File: src/rtl/alu_sequencer.sv
// Three-state instruction sequencer around an external combinational ALU.
// Owns an 8x16 register file, fetches operands, and writes back results.
module alu_sequencer (
    input  logic        clk,
    input  logic        rst,
    input  logic        in_valid,
    output logic        in_ready,
    input  logic [15:0] instr,
    input  logic        wr_en,
    input  logic [2:0]  wr_addr,
    input  logic [15:0] wr_data,
    output logic [15:0] alu_a,
    output logic [15:0] alu_b,
    output logic [3:0]  alu_fs,
    input  logic [15:0] alu_result,
    output logic [15:0] result_out,
    output logic        z_flag,
    output logic        done,
    output logic        err,
    input  logic [2:0]  dbg_addr,
    output logic [15:0] dbg_data
);

    localparam int unsigned DW = 16;
    localparam int unsigned NR = 8;
    localparam int unsigned IW = 13;

    typedef enum logic [1:0] {
        IDLE = 2'd0,
        READ = 2'd1,
        EXEC = 2'd2
    } state_t;

    state_t          state_q, state_d;
    logic [IW-1:0]   instr_q, instr_d;
    logic [DW-1:0]   regs_q [NR];
    logic [DW-1:0]   regs_d [NR];
    logic [DW-1:0]   alu_a_q, alu_a_d;
    logic [DW-1:0]   alu_b_q, alu_b_d;
    logic [3:0]      alu_fs_q, alu_fs_d;
    logic [DW-1:0]   result_q, result_d;
    logic            z_q, z_d;
    logic            done_q, done_d;
    logic            err_q, err_d;

    logic [3:0]      fs_f;
    logic [2:0]      rd_f, ra_f, rb_f;
    logic            unused_instr_bits;

    assign unused_instr_bits = ^instr[2:0];

    assign fs_f = instr_q[12:9];
    assign rd_f = instr_q[8:6];
    assign ra_f = instr_q[5:3];
    assign rb_f = instr_q[2:0];

    // Reserved function codes are 1001, 1010, 1101 and 1110.
    function automatic logic fs_valid(input logic [3:0] fs);
        return (fs <= 4'd8) || (fs == 4'd11) || (fs == 4'd12) || (fs == 4'd15);
    endfunction

    always_comb begin
        state_d  = state_q;
        instr_d  = instr_q;
        regs_d   = regs_q;
        alu_a_d  = alu_a_q;
        alu_b_d  = alu_b_q;
        alu_fs_d = alu_fs_q;
        result_d = result_q;
        z_d      = z_q;
        done_d   = 1'b0;
        err_d    = 1'b0;

        case (state_q)
            IDLE: begin
                // Host write has priority and blocks instruction acceptance.
                if (wr_en) begin
                    regs_d[wr_addr] = wr_data;
                end else if (in_valid) begin
                    instr_d = instr[15:3];
                    state_d = READ;
                end
            end
            READ: begin
                alu_a_d  = regs_q[ra_f];
                alu_b_d  = regs_q[rb_f];
                alu_fs_d = fs_f;
                state_d  = EXEC;
            end
            EXEC: begin
                if (fs_valid(fs_f)) begin
                    regs_d[rd_f] = alu_result;
                    result_d     = alu_result;
                    z_d          = (alu_result == 16'd0);
                    done_d       = 1'b1;
                end else begin
                    err_d = 1'b1;
                end
                state_d = IDLE;
            end
            default: state_d = IDLE;
        endcase
    end

    always_ff @(posedge clk) begin
        if (rst) begin
            state_q  <= IDLE;
            instr_q  <= '0;
            regs_q   <= '{default: '0};
            alu_a_q  <= '0;
            alu_b_q  <= '0;
            alu_fs_q <= '0;
            result_q <= '0;
            z_q      <= 1'b0;
            done_q   <= 1'b0;
            err_q    <= 1'b0;
        end else begin
            state_q  <= state_d;
            instr_q  <= instr_d;
            regs_q   <= regs_d;
            alu_a_q  <= alu_a_d;
            alu_b_q  <= alu_b_d;
            alu_fs_q <= alu_fs_d;
            result_q <= result_d;
            z_q      <= z_d;
            done_q   <= done_d;
            err_q    <= err_d;
        end
    end

    assign in_ready   = (state_q == IDLE) && !wr_en;
    assign alu_a      = alu_a_q;
    assign alu_b      = alu_b_q;
    assign alu_fs     = alu_fs_q;
    assign result_out = result_q;
    assign z_flag     = z_q;
    assign done       = done_q;
    assign err        = err_q;
    assign dbg_data   = regs_q[dbg_addr];

endmodule

File: config.mk
export PLATFORM = sky130hd
export DESIGN_NAME = alu_sequencer
export DESIGN_NICKNAME = d
export VERILOG_FILES = /design/src/rtl/alu_sequencer.sv
export SDC_FILE = /design/constraint.sdc
export NUM_CORES = 1
export LEC_CHECK = 0
export ABC_CLOCK_PERIOD_IN_PS = 4290
export BUFFER_PORTS_ARGS = -buffer_cell sky130_fd_sc_hd__buf_2
export CORE_MARGIN = 2
export CORE_UTILIZATION = 55
export CTS_BUF_LIST = sky130_fd_sc_hd__clkbuf_8
export DETAILED_ROUTE_END_ITERATION = 16
export PLACE_DENSITY = 0.77
export SLEW_MARGIN = 5
export SYNTH_ARGS = -nofsm -noshare
export SYNTH_HDL_FRONTEND = slang
export SYNTH_SLANG_ARGS = --single-unit
File: constraint.sdc
create_clock -name clk -period 4.29 [get_ports clk]
set_input_delay 0.429 -clock clk [delete_from_list [all_inputs] [get_ports clk]]
set_output_delay 0.429 -clock clk [all_outputs]
set_load 0.005 [all_outputs]
== After elaboration in Yosys (flattened, before gate mapping) ==
Cells that the tools add are included.

* $add $sub $neg: 0
* Multipliers: 0
* Div/mod/pow operators: 0
* Order comparisons: 8
* Eq/ne operators: 9
* Shifts and indexed selects: 0
* Mux-type cells: 23
* Bitwise logic cells: 7
* Reduce and logical (&&, ||, !) cells: 15

{| class="wikitable"
|+ Operator list
! operator !! number
|-
| bitwise mux 128 bit || 2
|-
| two-way mux 128 bit || 2
|-
| one-hot mux 128 bit (2 select lines) || 1
|-
| binary-select mux 16 bit (select 3 bit) || 3
|-
| two-way mux 16 bit || 8
|-
| demux 16 bit (select 3 bit) || 2
|-
| >= comparator 4 bit (second input constant) || 5
|-
| NOT 3 -> 4 bit || 5
|-
| zero test 16 bit || 1
|-
| equality test 4 bit (second input constant) || 3
|-
| less-than comparator 4 x 1 -> 1 bit (second input constant) || 2
|-
| inequality test 2 bit (second input constant) || 4
|-
| AND reduction 3 bit || 2
|-
| less-or-equal comparator 4 bit (second input constant) || 1
|-
| two-way mux 2 bit || 2
|-
| one-hot mux 2 bit (2 select lines) || 1
|-
| AND reduction 2 bit || 2
|-
| logical AND 1 bit || 3
|-
| logical OR 1 bit || 3
|-
| equality test 2 x 1 -> 1 bit (second input constant) || 1
|-
| equality test 2 bit (second input constant) || 1
|-
| zero test 2 bit || 1
|-
| two-way mux 1 bit || 2
|-
| NOT 1 bit || 2
|-
| 3 further kinds || 3
|}

* Bits in registers: 198
* Bits in latches: 0
* Bits in writable memories: 0
* Memory bits (read-only): 0
* Input bits: 58
* Logic and storage cells: 79
* Memories kept: 0

== Depth between registers and ports, before layout ==
* Depth in word-level cells: 8
* Mapped depth: 8
* Depth with buffers taken out: 4

== Worst setup path after synthesis ==
Ideal clock, no wire load.

* Kind: in2out
* Start: input dbg_addr[0]
* End: output dbg_data[0]
* Arrival: 1.739 ns
* Required time: 3.861 ns
* Setup slack: 2.122 ns
* Stages: 4
* Path buffers: 2
* Cells stage by stage: clkbuf_1 > buf_2 > mux4_2 > mux2_2

* Cells in the longest elaborated chain, start to end: 4

{| class="wikitable"
|+ RTL lines
! item !! line !! RTL
|-
| from (decl) || 20 || <nowiki>input logic [2:0] dbg_addr,</nowiki>
|-
| NOT 3 -> 4 bit (not written as such) || 139 || <nowiki>assign dbg_data = regs_q[dbg_addr];</nowiki>
|-
| binary-select mux 16 bit (select 3 bit) || 139 ||
|-
| two-way mux 16 bit (not written as such) (2 in series) || 139 ||
|-
| to (decl) || 21 || <nowiki>output logic [15:0] dbg_data</nowiki>
|}

No other way between the ends. The select of a mux whose other input is x is not followed.

== Worst setup path in the final report ==
* Start: register state_q[0]
* End: register regs_q[84] in the netlist's numbering

* Cells in the longest elaborated chain, start to end: 3
* Elaborated cells between the ends (all ways): 7

{| class="wikitable"
|+ RTL lines
! item !! line !! RTL
|-
| from (decl) || 34 || <nowiki>state_t state_q, state_d;</nowiki>
|-
| from (signal assigned) || 118 || <nowiki>state_q <= state_d;</nowiki>
|-
| equality test 2 bit / zero test 2 bit (equally long branches) || 74 || <nowiki>case (state_q)</nowiki>
|-
| inequality test 2 bit (no source line) / nonzero test 2 bit (equally long branches) || -- ||
|-
| AND reduction 3 bit (no source line) || -- ||
|-
| to (signal assigned) || 120 || <nowiki>regs_q <= regs_d;</nowiki>
|-
| to (decl) || 36 || <nowiki>logic [DW-1:0] regs_q [NR];</nowiki>
|}

Several ways; a longest one is shown, not always the timed one.
A chain may end at the register's enable or synchronous reset.

==> summary.md <==
| Metric | Value |
|---|---|
| Max-slew violation count | 0 |
| Nets | between 1000 and 1500 |
| Post-DP Area | 0.0117 mm^2 |
| Endpoints failing hold | 0 |
| Area grow syn2layout | 7.68% |
| Post-DP HPWL | 21.3 mm |
| Initial core utilization | 55.6% |
| Grt ovf | 0 |
| Critical path arrival | between 3 and 4 ns |
| Initial DRC count | approximately 1300 |
| Final setup vio count | 0 |
| Setup CP Type | register to register |
| Synth warn | 0 |
| Max Cap Violations | 0 |
| DRT Wirelength | 33.4 mm |
| Status | finished, final reports clean |
| Via count | around 9600 |
| Largest net degree at the start of global routing | 170 |
| Initial DRT Pass Iterations | 6 |
| Worst skew pair latency | ~0.48 ns |
| I/O pins | 130 |
| Peak supply drop | 0.212 mV |
| Seq/Total Area, Yosys | 35.5% |
| Postcts setup bufs | 0 |
| Worst reg-to-reg setup slack | between 1 and 1.5 ns |
| Rel. slew slack | around 22% |
| Worst hold path type | input port to register |
| Leak pwr | slightly below 4 nW |
| CTS buffer count | 17 |
| WHS | 0.167 ns |
| Clock Sinks | just under 200 |
| Worst Path Max Fanout | 17 |
| Worst slew pin tran | 1.17 ns |
| Min Tclk post-route | roughly 2.9 ns |
| Antenna violations before repair | 4 |
| Drt wl/cell | 23.9 um |
| DIE AREA | 0.0215 mm^2 |
| Critical Path End Type | register |
| First-pass GRT wire length | between 50 and 60 mm |
| Top post-synthesis cells by area | dfxtp_1, mux4_2, o22ai_1 |
| WP data required | between 4 and 5 ns |
| Finished Cell Area | between 0.01 and 0.015 mm^2 |
| Vias in the first global route | 9137 |
| Cell variety after synth | 43 |
| GPL Wtd Cong | 0.877 |
| Chip height | between 100 and 150 um |
| Synth Instances | about 1100 |
| Vias/cell | about 7 |
| PostCTS Resize Cnt | 0 |
| Avg Inst Size Synth | around 10 um^2 |
| Root buf cell | clkbuf_8 |
| CP startpoint kind | register |
| Port bufs | ~130 |
| Final TNS setup | 0 ns |
| Row Count | 52 |
| Period utilization | 66.9% |
| GRT Util Overall | a little under a third |
| Unrepaired setup endpoints after global routing | false |
| Total power | approximately 3.8 mW |
| Pwr/cell area | ~310 mW/mm^2 |
| Area leader, netlist | dfxtp_1 |
| Synth Register Bits | around 200 |
| Core Region | 0.0201 mm^2 |
| DRC violations left | 0 |
| Final Skew | between 0.01 and 0.015 ns |
| Top-area cell type share of the netlist area | 35.5% |
| CTS clk-pin slew, worst paths | 0.11 ns |
| Bufs on Longest Clock Path | 2 |
| # hold bufs at CTS | 0 |
| Fmax | approximately 350 MHz |
| H-tree Lvls | 4 |
| TritonCTS clock tree | built |
| Remaining antenna violation count | 0 |
| Cell area after synthesis | 0.0112 mm^2 |
| Share of post-route cells with drive strength above 1 | between 20 and 30% |
| Die width | 147 um |
| Syn Nets | roughly 1200 |
## power breakdown
group / internal [mW] / switching (mW) / total [mW]
registers: 1.91 / 0.0889 / 2.00
logic: 0.244 / 0.332 / 0.577
clock network: 0.427 / 0.751 / 1.18
## stage by stage
step | utilization (%) | instances | setup WS, ns
4_1_cts | 59.8 | 1392 | 1.50
2_1_floorplan | - | 1099 | 2.12
3_3_place_gp | 58.0 | 1360 | 1.52
5_1_grt | 59.8 | 1392 | 1.35
3_5_place_dp | 58.0 | 1360 | 1.50
6_report | 59.8 | 1394 | 1.42
## layer usage
layer / share of wire [%] / vias up / global-route usage (%)
li1: - / 4275 / -
met1: 41 / 4615 / 42.1
met2: 45 / 608 / 47.2
met3: 11 / 103 / 8.47
met4: 3.0 / 4 / 11.5
met5: 0.084 / - / 0
## worst max-delay path, stage by stage (launching register included)
cell      delay, ns
dfxtp_1        0.60
nand2b_4       0.30
or3_1          0.77
a21o_1         0.80
a221oi_1       0.23
## logic make-up after synthesis
kind of cell,share of synthesized area (%)
flops,35.5
simple gates,5.64
mux,25.4
xor+xnor,0.0784
compound gates,24.7
buf+inv,8.76
## state kept, by name (all words and copies together), names as in the netlist
signal / flops
regs_q: 128
state_q: 2
alu_b: 16
done: 1
instr_q: 13
err: 1
z_flag: 1
result_out: 16
alu_fs: 4
alu_a: 16
## cell type report
| class | instances | area (um^2) |
|---|---|---|
| tap | 270 | 338 |
| sequential | 198 | 3970 |
| multi-input combinational | 665 | 6250 |
| clock inverter | 15 | 138 |
| antenna | 2 | 5.00 |
| fill | 1683 | 8070 |
| timing repair buffer | 141 | 774 |
| inverter | 86 | 323 |
| clock buffer | 17 | 234 |
## placed cells by master, fill, tap and decap left out, types with 4 or more instances in the layout
master / synthesis / final
nand2b_1: 4 / 4
inv_6: 0 / 4
or3_1: 6 / 6
a221oi_1: 50 / 50
nor2_1: 54 / 54
o22ai_1: 121 / 121
a21oi_1: 67 / 66
and4_1: 4 / 4
buf_4: 1 / 13
nor4_1: 4 / 4
nor3_1: 6 / 6
o21ai_0: 10 / 10
a211oi_1: 77 / 77
mux4_2: 96 / 96
dfxtp_1: 198 / 196
mux2i_1: 49 / 49
a221oi_2: 30 / 30
nand2_1: 38 / 38
buf_2: 26 / 125
nand3_1: 7 / 7
inv_8: 0 / 4
inv_1: 84 / 84
mux2_2: 16 / 16
clkinv_4: 0 / 4
clkbuf_8: 0 / 17
## path summary, 6_finish.rpt
kind,startpoint,endpoint,depth (start not counted)
min,instr[8],instr_q[5],3
min reg2reg,instr_q[11],alu_fs[2],2
max,state_q[0],regs_q[84],4
max reg2reg,state_q[0],regs_q[84],4
## Yosys cell counts (all sizes together)
cell and count:
nand2 38, a31oi 3, and2 1, mux4 96, clkbuf 97, dfxtp 198
nand2b 6, nor2 54, nand3 7, mux2i 49, a21oi 67, mux2 16
o32a 1, and4 4, nor3 6, or3 6, nor2b 4, nor4 4
a311oi 1, buf 53, inv 86, a311o 1, a21o 5, o22ai 121
a32o 1, or4 1, a221oi 80, nand3b 2, a211oi 77, o21ai 10
xor2 1, and3b 1, o32ai 2
No activity file was read; power rests on OpenSTA's default activity.
